`config.mk`:
```
export PLATFORM = sky130hd
export DESIGN_NAME = divisor_arbitro
export DESIGN_NICKNAME = d
export VERILOG_FILES = /design/src/rtl/divisor_pkg.sv /design/src/rtl/rr_arbitro.sv /design/src/rtl/divisor_arbitro.sv
export SDC_FILE = /design/constraint.sdc
export NUM_CORES = 1
export LEC_CHECK = 0
export BUFFER_PORTS_ARGS = -buffer_cell sky130_fd_sc_hd__buf_2
export CORE_AREA = 2 2 178 180
export CTS_CLUSTER_SIZE = 8
export DETAILED_ROUTE_END_ITERATION = 10
export DIE_AREA = 0 0 180 182
export PLACE_DENSITY = 0.65
export SYNTH_ARGS = -nofsm -noshare
export SYNTH_HDL_FRONTEND = slang
export SYNTH_SLANG_ARGS = --single-unit
```
`constraint.sdc`:
```
create_clock -name CLK -period 5.1 [get_ports CLK]
set_input_delay 0.51 -clock CLK [delete_from_list [all_inputs] [get_ports CLK]]
set_output_delay 0.51 -clock CLK [all_outputs]
set_load 0.01 [all_outputs]
```
`src/rtl/divisor_pkg.sv`:
```
// Shared types for the shared-divider arbiter.
// FSM states, status codes and the default watchdog length.
package divisor_pkg;

  typedef enum logic [1:0] {
    IDLE,
    LAUNCH,
    WAIT,
    RESP
  } state_t;

  typedef enum logic [1:0] {
    ERR_OK      = 2'b00,
    ERR_ZERO    = 2'b01,
    ERR_TIMEOUT = 2'b10
  } err_t;

  function automatic int default_timeout(input int w);
    return 4 * w + 8;
  endfunction

endpackage

```
`src/rtl/rr_arbitro.sv`:
```
// Combinational round-robin search: first set request
// at or above ptr, wrapping around.
module rr_arbitro #(
  parameter int N_REQ = 4
) (
  input  logic [N_REQ-1:0]         req,
  input  logic [$clog2(N_REQ)-1:0] ptr,
  output logic                     valid,
  output logic [$clog2(N_REQ)-1:0] idx
);

  localparam int IW = $clog2(N_REQ);

  logic [IW-1:0] j;

  always_comb begin
    valid = 1'b0;
    idx   = '0;
    j     = '0;
    for (int i = 0; i < N_REQ; i++) begin
      j = IW'((int'(ptr) + i) % N_REQ);
      if (!valid && req[j]) begin
        valid = 1'b1;
        idx   = j;
      end
    end
  end

endmodule

```
`src/rtl/divisor_arbitro.sv`:
```
// Shares one sequential divider among N_REQ clients:
// round-robin grant, zero-divisor bypass, watchdog abort.
module divisor_arbitro
  import divisor_pkg::*;
#(
  parameter int N_REQ   = 4,
  parameter int tamanyo = 32,
  parameter int TIMEOUT = default_timeout(tamanyo)
) (
  input  logic                       CLK,
  input  logic                       RSTa,
  input  logic [N_REQ-1:0]           Req,
  input  logic [N_REQ*tamanyo-1:0]   Num,
  input  logic [N_REQ*tamanyo-1:0]   Den,
  output logic [N_REQ-1:0]           Ack,
  output logic [tamanyo-1:0]         Coc_Out,
  output logic [tamanyo-1:0]         Res_Out,
  output logic [1:0]                 Err_Code,
  output logic [$clog2(N_REQ)-1:0]   Grant_Id,
  output logic                       Busy,
  output logic                       Div_Start,
  output logic [tamanyo-1:0]         Div_Num,
  output logic [tamanyo-1:0]         Div_Den,
  input  logic                       Div_Done,
  input  logic [tamanyo-1:0]         Div_Coc,
  input  logic [tamanyo-1:0]         Div_Res
);

  localparam int IW = $clog2(N_REQ);
  localparam int WW = $clog2(TIMEOUT);
  localparam logic [WW-1:0] WD_LAST = WW'(TIMEOUT - 2);

  state_t               state_q, state_d;
  err_t                 err_q, err_d;
  logic [IW-1:0]        ptr_q, ptr_d;
  logic [IW-1:0]        grant_q, grant_d;
  logic [N_REQ-1:0]     ack_q, ack_d;
  logic [tamanyo-1:0]   coc_q, coc_d;
  logic [tamanyo-1:0]   res_q, res_d;
  logic [tamanyo-1:0]   num_q, num_d;
  logic [tamanyo-1:0]   den_q, den_d;
  logic [WW-1:0]        wd_q, wd_d;
  logic                 busy_q, busy_d;
  logic                 start_q, start_d;

  logic                 arb_valid;
  logic [IW-1:0]        arb_idx;
  logic [tamanyo-1:0]   num_a [N_REQ];
  logic [tamanyo-1:0]   den_a [N_REQ];

  for (genvar g = 0; g < N_REQ; g++) begin : g_slice
    assign num_a[g] = Num[g*tamanyo +: tamanyo];
    assign den_a[g] = Den[g*tamanyo +: tamanyo];
  end

  rr_arbitro #(.N_REQ(N_REQ)) u_rr (
    .req   (Req),
    .ptr   (ptr_q),
    .valid (arb_valid),
    .idx   (arb_idx)
  );

  always_comb begin
    state_d = state_q;
    err_d   = err_q;
    ptr_d   = ptr_q;
    grant_d = grant_q;
    ack_d   = '0;
    coc_d   = coc_q;
    res_d   = res_q;
    num_d   = num_q;
    den_d   = den_q;
    wd_d    = wd_q;
    start_d = 1'b0;
    unique case (state_q)
      IDLE: begin
        if (arb_valid) begin
          grant_d = arb_idx;
          num_d   = num_a[arb_idx];
          den_d   = den_a[arb_idx];
          // Zero divisor never reaches the divider.
          if (den_a[arb_idx] == '0) begin
            coc_d   = '1;
            res_d   = num_a[arb_idx];
            err_d   = ERR_ZERO;
            state_d = RESP;
          end else begin
            start_d = 1'b1;
            state_d = LAUNCH;
          end
        end
      end
      LAUNCH: begin
        wd_d    = '0;
        state_d = WAIT;
      end
      WAIT: begin
        wd_d = wd_q + 1'b1;
        if (Div_Done) begin
          coc_d   = Div_Coc;
          res_d   = Div_Res;
          err_d   = ERR_OK;
          state_d = RESP;
        end else if (wd_q == WD_LAST) begin
          coc_d   = '0;
          res_d   = '0;
          err_d   = ERR_TIMEOUT;
          state_d = RESP;
        end
      end
      RESP: begin
        ack_d[grant_q] = 1'b1;
        ptr_d = (grant_q == IW'(N_REQ - 1)) ? '0 : grant_q + 1'b1;
        state_d = IDLE;
      end
      default: state_d = IDLE;
    endcase
    busy_d = (state_d != IDLE);
  end

  always_ff @(posedge CLK or posedge RSTa) begin
    if (RSTa) begin
      state_q <= IDLE;
      err_q   <= ERR_OK;
      ptr_q   <= '0;
      grant_q <= '0;
      ack_q   <= '0;
      coc_q   <= '0;
      res_q   <= '0;
      num_q   <= '0;
      den_q   <= '0;
      wd_q    <= '0;
      busy_q  <= 1'b0;
      start_q <= 1'b0;
    end else begin
      state_q <= state_d;
      err_q   <= err_d;
      ptr_q   <= ptr_d;
      grant_q <= grant_d;
      ack_q   <= ack_d;
      coc_q   <= coc_d;
      res_q   <= res_d;
      num_q   <= num_d;
      den_q   <= den_d;
      wd_q    <= wd_d;
      busy_q  <= busy_d;
      start_q <= start_d;
    end
  end

  assign Ack       = ack_q;
  assign Coc_Out   = coc_q;
  assign Res_Out   = res_q;
  assign Err_Code  = err_q;
  assign Grant_Id  = grant_q;
  assign Busy      = busy_q;
  assign Div_Start = start_q;
  assign Div_Num   = num_q;
  assign Div_Den   = den_q;

endmodule

```
==> metrics.csv <==
stage,metric,value,unit
setup_path,CP Capture Type,flip-flop,
timing,Slew @ Worst Pin,0.908,ns
timing,Fmax,228,MHz
route,detailed-route DRC error count,0,
floorplan,Initial Util,0.306,
clock_tree,H-tree Lvls,4,
setup_path,Crit path max-delay family,simple AND/OR/NAND/NOR gates,
placed_design,Post-DP HPWL,26.7,mm
timing,relative slew slack,0.389,
setup_path,crit-path max FO,43,
logic_synthesis,Yosys top cell by area,dfrtp_1,
logic_synthesis,Post-Syn Area,9480,µm²
logic_synthesis,async set-or-reset flop fraction in the synthesized netlist,1.00,
setup_path,Bufs and invs on worst path,2,
logic_synthesis,number of enable flip-flop cells after synthesis,0,
floorplan,die width,180,µm
route,ANT nets after route,0,
clock_tree,hold buffers post-CTS,0,
clock_tree,Sink Count,150,
logic_synthesis,Synth area leaders,"dfrtp_1, nand2_1, nand3_1",
layout,final instance area,12700,µm²
layout,register area,3750,µm²
grt,vias in the first global route,9792,
clock_tree,Post CTS Setup Buffer Count,0,
grt,first-pass GRT wire length,55.3,mm
route,drt pass-1 iters,5,
grt,initial antenna violation count,5,
setup_path,cell mode on critical path,buf_4,
logic_synthesis,syn_nets,1494,
route,vias,10015,
timing,Setup Viol. Count Final,0,
placed_design,IO buf count,464,
layout,fill count,3220,
setup_path,WP data required,5.37,ns
layout,# nets final,1900,
setup_path,Worst Path Arrival,4.66,ns
logic_synthesis,synth warn,0,
setup_path,CP peak stage delay,0.70,ns
clock_tree,Inserted Clock Buffers,17,
clock_tree,clk root buf,clkbuf_16,
setup_path,CP Cell Sequence,"mux2i_1, o22ai_1, nor2_4, buf_4, mux2_2, nand4_1, nor4_1, nand4_4, o31ai_4, buf_4, a22oi_1",
logic_synthesis,top_reg_cell synth,dfrtp_1,
power_and_ir_drop,Peak VDD IR,313,µV
floorplan,IO Pins,465,
timing,Final Skew,0.0168,ns
setup_path,slowest CP cell,nor4_1,
timing,Final Hold Vio Count,0,
logic_synthesis,area share of the largest cell type after synthesis,0.396,
route,post-DR vias/cell,5.05,
floorplan,Die Area,32800,µm²
timing,Setup TNS,0,ns
layout,share of layout cells above drive strength 1,0.376,
logic_synthesis,Seq cells post-synth,150,
layout,Final Non-Filler Cells,1983,
floorplan,Die H,182,µm
logic_synthesis,sequential area share after synthesis,0.396,
logic_synthesis,Yosys cell types,51,
logic_synthesis,Post-Syn Area per Cell,8.20,µm²
run_status,status,completed,
placed_design,Placed Area,12100,µm²
grt,GR Util All Layers,0.214,
clock_tree,clock-pin slew on the worst setup and hold paths,0.07,ns
timing,Tcrit/Tclk final,0.860,
timing,Slew Limit Fails,0,
setup_path,Setup CP Type,flip-flop to flip-flop,
placed_design,Routability Congestion,0.958,
timing,unrepaired setup endpoints after global routing,no,
clock_tree,CTS resizes,0,
timing,Min Hold Slack,0.130,ns
grt,largest net degree at the start of global routing,92,
min_path,min-delay worst type,input pin to async pin,
route,1st-iter DRT viols,544,
floorplan,Core Box Area,31000,µm²
clock_tree,clk_lat worst skew,0.42,ns
layout,multi-input combinational cell area,5290,µm²
power_and_ir_drop,Leak,0.00650,µW
layout,P&R area growth vs syn,34.2,%
floorplan,Core Rows,65,
route,wire per inst,18.0,µm
power_and_ir_drop,Power Density,602,nW/µm²
setup_path,crit start category,flip-flop,
flow_run,maxcap violations,0,
route,final WL,35.7,mm
placed_design,Placed Cells,1946,
logic_synthesis,Post-Syn Instances,1157,
clock_tree,CTS max path bufs,2,
clock_tree,CTS tree,yes,
timing,fin crit period,4.39,ns
grt,grt ovf,0,
report_power, final:
group          total (µW)  switching (µW)  internal [µW]
Sequential           2130             366           1760
Clock                1380             588            794
Combinational        4150            2480           1670
Total                7650            3430           4220
worst paths after layout:
path / cells past startpoint / slack [ns] / start / end
worst max-delay path: 11 / 0.71 / ptr_q[1] / Coc_Out[31]
worst min-delay path: 2 / 0.13 / RSTa / Div_Den[6]
worst max register to register: 11 / 0.71 / ptr_q[1] / Coc_Out[31]
worst min register to register: 2 / 0.47 / Div_Num[28] / Div_Num[28]
max in group asynchronous: 3 / 3.81 / RSTa / Res_Out[24]
min in group CLK: 3 / 0.33 / Div_Coc[7] / Coc_Out[7]
final cells by class:
class,count,area share
Sequential cell,150,0.295
Multi-Input combinational cell,898,0.416
Clock inverter,15,0.0162
Inverter,10,0.00334
Timing Repair Buffer,486,0.195
Clock buffer,17,0.0334
Tap cell,402,0.0395
Antenna cell,5,0.000983
layer usage:
layer | vias up | wire (µm) | GRT usage
met5 | - | 18 | 0
met3 | 40 | 2190 | 0.0487
met2 | 332 | 17200 | 0.356
li1 | 4858 | - | -
met1 | 4783 | 15700 | 0.281
met4 | 2 | 636 | 0.0579
sequential cells by signal, indices dropped and copies added, names as in the netlist:
register,cells
Div_Num,32
ptr_q,2
Div_Den,32
Div_Start,1
Ack,4
Coc_Out,32
Res_Out,32
Busy,1
wd_q,8
Grant_Id,2
Err_Code,2
state_q,2
Yosys cell counts (all sizes together), types with 2 or more instances:
cell and instances:
a211oi 31, a21oi 7, a22oi 33, a2bb2oi 31
a31oi 9, and2 5, and3 40, buf 30
clkbuf 69, dfrtp 150, ha 10, inv 10
mux2 35, mux2i 50, nand2 294, nand2b 6
nand3 139, nand4 6, nor2 73, nor2b 2
nor3 2, nor4 5, o21ai 67, o22ai 4
o31ai 3, or2 2, or3 31, xor2 2
stage by stage:
step,worst slack (ns),power [µW],util
global route,0.502,8260,0.410
detailed placement,0.663,6350,0.390
floorplan,0.554,4820,-
CTS,0.755,7760,0.410
finish,0.714,7650,0.411
global placement,0.842,6230,0.390
placed cells by master, fill, tap and decap left out, types with 17 or more instances in the layout:
cell type / n
o21ai_0: 66
nand3_1: 139
or3_1: 31
dfrtp_1: 150
mux2i_1: 50
buf_4: 22
a22oi_2: 30
a2bb2oi_1: 31
nor2_1: 71
nand2_1: 293
mux2_2: 29
a211oi_1: 31
buf_2: 464
clkbuf_16: 17
and3_1: 40
worst register-to-register path, cell delays in order (launching register included):
cell and delay, ns:
dfrtp_1 0.51, mux2i_1 0.24, o22ai_1 0.16, nor2_4 0.66, buf_4 0.54, mux2_2 0.25
nand4_1 0.09, nor4_1 0.70, nand4_4 0.23, o31ai_4 0.26, buf_4 0.46, a22oi_1 0.16
cell families after synthesis:
logic type	after synthesis	synth area share
multiplexers	85	0.0943
AND/OR/NAND/NOR	607	0.287
XOR/XNOR	3	0.00277
adder cells (fa/ha/maj)	10	0.0132
flip-flops	150	0.396
AO/OA/AOI/OAI	193	0.154
buffers and inverters	109	0.0536
Power figures use the tool's default switching activity.
